### config.mk
export PLATFORM = sky130hd
export DESIGN_NAME = branch_seq_uc
export DESIGN_NICKNAME = d
export VERILOG_FILES = /design/src/rtl/branch_seq_uc.sv
export SDC_FILE = /design/constraint.sdc
export NUM_CORES = 1
export LEC_CHECK = 0
export CAP_MARGIN = 20
export CORE_AREA = 5 5 42 44
export DETAILED_ROUTE_END_ITERATION = 8
export DIE_AREA = 0 0 47 49
export DONT_BUFFER_PORTS = 1
export GPL_TIMING_DRIVEN = 0
export PLACE_DENSITY = 0.6
export SETUP_SLACK_MARGIN = 0.02
export SYNTH_ARGS = -nofsm -noshare
export SYNTH_HDL_FRONTEND = slang
export SYNTH_SLANG_ARGS = --single-unit
export TNS_END_PERCENT = 20
### constraint.sdc
create_clock -name clk -period 1.8 [get_ports clk]
set_clock_uncertainty 0.2 [all_clocks]
set_input_delay 0.18 -clock clk [delete_from_list [all_inputs] [get_ports clk]]
set_output_delay 0.18 -clock clk [all_outputs]
set_load 0.005 [all_outputs]
### src/rtl/branch_seq_uc.sv
// ============================================================================
// branch_seq_uc - conditional-branch sequencer for the multicycle control unit.
// Optional macro BRANCH_STATS_EN adds saturating taken/not-taken counters. Rev 1.0
// ============================================================================
`default_nettype none

module branch_seq_uc #(
  parameter int CMP_LAT = 1
`ifdef BRANCH_STATS_EN
  ,
  parameter int CNT_W   = 16
`endif
) (
  input  logic       clk,
  input  logic       reset,
  input  logic       start,
  input  logic [5:0] opcode,
  input  logic       branch_taken,
  output logic       busy,
  output logic       done,
  output logic       illegal,
  output logic       alu_srca,
  output logic [1:0] alu_srcb,
  output logic [2:0] alu_op,
  output logic       aluout_write,
  output logic       UC_control,
  output logic [1:0] UC_op,
  output logic       pc_write,
  output logic [1:0] pc_source
`ifdef BRANCH_STATS_EN
  ,
  output logic [CNT_W-1:0] taken_cnt,
  output logic [CNT_W-1:0] not_taken_cnt
`endif
);

  localparam int             LAT_W    = (CMP_LAT > 1) ? $clog2(CMP_LAT) : 1;
  localparam logic [LAT_W-1:0] LAT_LAST = LAT_W'(CMP_LAT - 1);

  localparam logic [2:0] ALU_IDLE = 3'b000;
  localparam logic [2:0] ALU_ADD  = 3'b001;
  localparam logic [2:0] ALU_SUB  = 3'b010;

  typedef enum logic [2:0] {
    S_IDLE     = 3'd0,
    S_TARGET   = 3'd1,
    S_COMPARE  = 3'd2,
    S_WRITE_PC = 3'd3,
    S_FINISH   = 3'd4
  } state_t;

  state_t           state;
  logic [LAT_W-1:0] cmp_cnt;
  logic             sample;
  logic             is_branch;

  // branch_taken is only meaningful on the edge closing the last COMPARE cycle
  assign sample    = (state == S_COMPARE) && (cmp_cnt == LAT_LAST);
  assign is_branch = (opcode[5:2] == 4'b0001);

  // Outputs are registered from the next state, so they line up with state.
  always_ff @(posedge clk or posedge reset) begin
    if (reset) begin
      state        <= S_IDLE;
      cmp_cnt      <= '0;
      busy         <= 1'b0;
      done         <= 1'b0;
      illegal      <= 1'b0;
      alu_srca     <= 1'b0;
      alu_srcb     <= 2'b00;
      alu_op       <= ALU_IDLE;
      aluout_write <= 1'b0;
      UC_control   <= 1'b0;
      UC_op        <= 2'b00;
      pc_write     <= 1'b0;
      pc_source    <= 2'b00;
    end else begin
      done         <= 1'b0;
      illegal      <= 1'b0;
      alu_srca     <= 1'b0;
      alu_srcb     <= 2'b00;
      alu_op       <= ALU_IDLE;
      aluout_write <= 1'b0;
      UC_control   <= 1'b0;
      pc_write     <= 1'b0;
      pc_source    <= 2'b00;

      unique case (state)
        S_IDLE: begin
          if (start) begin
            if (is_branch) begin
              state        <= S_TARGET;
              busy         <= 1'b1;
              UC_op        <= opcode[1:0];
              alu_srcb     <= 2'b11;
              alu_op       <= ALU_ADD;
              aluout_write <= 1'b1;
            end else begin
              illegal <= 1'b1;
            end
          end
        end

        S_TARGET: begin
          state      <= S_COMPARE;
          cmp_cnt    <= '0;
          alu_srca   <= 1'b1;
          alu_op     <= ALU_SUB;
          UC_control <= 1'b1;
        end

        S_COMPARE: begin
          if (sample) begin
            if (branch_taken) begin
              state     <= S_WRITE_PC;
              pc_write  <= 1'b1;
              pc_source <= 2'b01;
            end else begin
              state <= S_FINISH;
              done  <= 1'b1;
            end
          end else begin
            cmp_cnt    <= cmp_cnt + LAT_W'(1);
            alu_srca   <= 1'b1;
            alu_op     <= ALU_SUB;
            UC_control <= 1'b1;
          end
        end

        S_WRITE_PC: begin
          state <= S_FINISH;
          done  <= 1'b1;
        end

        S_FINISH: begin
          state <= S_IDLE;
          busy  <= 1'b0;
        end

        default: begin
          state <= S_IDLE;
          busy  <= 1'b0;
        end
      endcase
    end
  end

`ifdef BRANCH_STATS_EN
  always_ff @(posedge clk or posedge reset) begin
    if (reset) begin
      taken_cnt     <= '0;
      not_taken_cnt <= '0;
    end else if (sample) begin
      if (branch_taken) begin
        if (taken_cnt != '1)
          taken_cnt <= taken_cnt + CNT_W'(1);
      end else begin
        if (not_taken_cnt != '1)
          not_taken_cnt <= not_taken_cnt + CNT_W'(1);
      end
    end
  end
`endif

endmodule

`default_nettype wire

==> impl_metrics.json <==
{
  "status": "complete, but fails checks",
  "violations": "negative hold slack",
  "synth-xor-area-share": 0,
  "clk_pin_slew_ns": 0.08,
  "ys_seq_area_frac": 0.585,
  "min_delay_path_depth": 3,
  "clockBufferDepth": 2,
  "worst-path-max-fanout": 4,
  "crit_chain": "dlygate4sd3_1 -> nor4b_4 -> and3_1 -> buf_6 -> mux2_4",
  "fin_area_sq_um": 754,
  "numCtsBuffers": 3,
  "r2r_slack_ns": 0.26,
  "synth_top_family_by_area": "simple AND/OR/NAND/NOR gates",
  "yosys.area_share.simple": 0.175,
  "drive_gt1_frac": 0.306,
  "die_height_microns": 49,
  "multi_input_area_sq_um": 194,
  "syn_area_sq_um": 599,
  "grt_pass1_vias": 381,
  "clkLatencyLatePin_ns": 0.27,
  "dp_cells": 65,
  "clockRootBuffer": "clkbuf_4",
  "min_period_ns": 1.70,
  "end_kind": "register",
  "peakVddDrop_mv": 0.469,
  "fin_crit_sh": 0.943,
  "overflow": 0,
  "placedInstanceArea_sq_um": 623,
  "yosysMostFrequentCell": "dfrtp_1",
  "ant_nets": 0,
  "worst_pin_slew_ns": 0.504,
  "pwr-share-comb": 0.201,
  "nets": 73,
  "drtIter0Drc": 4,
  "fill_cells": 132,
  "synth_compound_area_frac": 0.0772,
  "grt_max_degree": 15,
  "vias": 381,
  "cp.depth": 5,
  "sw_frac_of_total": 0.272,
  "hold_end": "illegal",
  "synth_common_cells": "dfrtp_1 (14), buf_4 (6), nor2_1 (4)",
  "rows": 14,
  "start_kind": "input pin",
  "chipWidth_microns": 47,
  "yosys_warnings": 0,
  "ys_top_cells_by_area": "dfrtp_1 (58%), buf_4 (7.5%), mux2_4 (5.0%)",
  "required_ns": 1.76,
  "grt_pass1_wl_microns": 1610,
  "r2r-start": "state[1]",
  "gp_routability_congestion": 0.655,
  "min_from": "start",
  "core-area_sq_mm": 0.00140,
  "synthAdderAreaFrac": 0,
  "drc_errors": 0,
  "fmax_mhz": 589,
  "viasPerCell": 4.88,
  "postLayoutCoreUtil": 0.538,
  "cpLargestDelayFamily": "buffers and inverters",
  "powerDensity_mw_per_mm2": 1130,
  "synth_top_area_share": 0.585,
  "initial_core_util": 0.428,
  "crit_path_start": "opcode[5]",
  "r2r_cells": 4,
  "cts_tree": "built",
  "syn_area_per_cell_sq_um": 12.5,
  "holdCritPathClass": "input pin to register",
  "rsz0062_at_grt": "false",
  "ys.flop_type": "dfrtp_1",
  "p_sw_w": 0.000232,
  "arrival_ns": 1.66,
  "cts.sinks": 14,
  "cpPeakStageDelay_ns": 0.57,
  "hold_violations": 1,
  "firstDrtPassIters": 2,
  "power.share.clock": 0.254,
  "timing.hold.ws_ns": -0.0157,
  "htree_levels": 1,
  "dieArea_sq_mm": 0.00230,
  "netlist_instances": 48,
  "yosys.area.top_type": "dfrtp_1",
  "wirelength_microns": 968,
  "reg2reg_to": "UC_op[1]",
  "fin_tns_setup_ns": 0,
  "grt_usage": 0.0930,
  "synthToLayoutAreaGrowth_pct": 25.9,
  "crit_type": "input pin to register",
  "io_buffers": 0,
  "io_pins": 26,
  "internal-power_w": 0.000621,
  "setup_viol": 0,
  "diodes": 0,
  "finalNonFillerCells": 78,
  "pwr-share-seq": 0.545,
  "place_hpwl_microns": 745,
  "synth_seq_cells": 14,
  "synthArstFlopShare": 1.00,
  "synth_edf_count": 0,
  "p_leak_nw": 0.414,
  "finalMaxSlewViolations": 0,
  "slowest_stage": "dlygate4sd3_1",
  "dp_slack_ns": 0.207,
  "worst_slack_ns": 0.102,
  "cp.buffers_inverters": 2,
  "seq_area_sq_um": 350,
  "cap_violations": 0,
  "synthMuxAreaShare": 0.0501,
  "max-slew-margin-rel": 0.664,
  "synth_cell_types": 19,
  "antenna_found_initial": 0,
  "route.detailed.wl_per_inst_microns": 12.4
}
==> worst reg2reg max path, cell delays in order (launching register included) <==
cell	delay (ns)
dfrtp_1	0.46
nor2b_2	0.18
and3_1	0.19
buf_6	0.11
mux2_4	0.29
==> through the flow <==
step                total power [W]  hold slack, ns
floorplan                  0.000584          -0.131
global placement           0.000615         -0.0690
detailed placement         0.000621         -0.0635
CTS                        0.000869         0.00300
global route               0.000908          0.0188
finish                     0.000852         -0.0157
==> routing by layer <==
metal / vias to the layer above / routed length, microns / global-route usage
li1: 180 / - / -
met1: 183 / 376 / 0.118
met2: 16 / 493 / 0.149
met3: 2 / 85 / 0.0148
met4: 0 / 13 / 0.0415
met5: - / 0 / 0
==> cells by family after synthesis <==
family	count (synthesis)
flip-flops	14
buffers and inverters	9
AND/OR/NAND/NOR	16
multiplexers	2
other	1
AO/OA/AOI/OAI	6
==> flip-flops by register name (all words and copies together), names as in the netlist <==
signal,flops
UC_control,1
cmp_cnt,1
UC_op,2
busy,1
illegal,1
alu_srcb,1
done,1
pc_write,1
alu_op,2
state,3
==> worst max path at each step <==
stage | end
after floorplan | UC_op[0]
after global placement | UC_op[0]
after detailed placement | UC_op[0]
after CTS | illegal
after global routing | UC_op[1]
final | UC_op[1]
==> power groups by stage <==
stage | registers, W | clock network [W] | logic (W)
global placement | 0.000467 | 0 | 0.000148
detailed placement | 0.000471 | 0 | 0.000150
floorplan | 0.000451 | 0 | 0.000133
CTS | 0.000464 | 0.000225 | 0.000181
finish | 0.000464 | 0.000217 | 0.000171
global route | 0.000477 | 0.000234 | 0.000196
==> cell usage in the layout, fill, tap and decap left out <==
master	Yosys	final
nor2b_2	0	1
and3_1	1	1
nor2_1	4	3
nor4b_4	1	1
buf_4	6	7
a21o_2	1	1
mux2_4	2	2
nor2b_1	2	1
o211a_1	2	2
clkbuf_4	0	3
nand3_1	1	1
inv_1	2	2
a21boi_0	1	1
buf_6	1	1
dfrtp_1	14	14
clkbuf_8	0	1
nor2_2	0	1
a21oi_1	2	2
dlymetal6s4s_1	0	1
and3_2	1	1
dlygate4sd3_1	0	7
nand3b_1	2	2
nand2_1	2	2
nand2b_1	2	2
conb_1	1	2
==> cell type report <==
type / count / area share
well taps: 16 / 0.0265
flip-flops and latches: 14 / 0.464
inverters: 2 / 0.00995
plain buffers: 7 / 0.0746
multi-input cells: 26 / 0.257
repair buffers: 9 / 0.119
clock buffers: 4 / 0.0481
==> what timing repair did <==
action | 4_1_cts | 5_1_grt
setup endpoints to repair | 0 | 3
gates resized for setup | 0 | 3
buffers inserted | 0 | 1
hold endpoints to repair | 23 | 0
hold buffers | 9 | 0
Note: power is estimated with default switching activity, not from simulation.
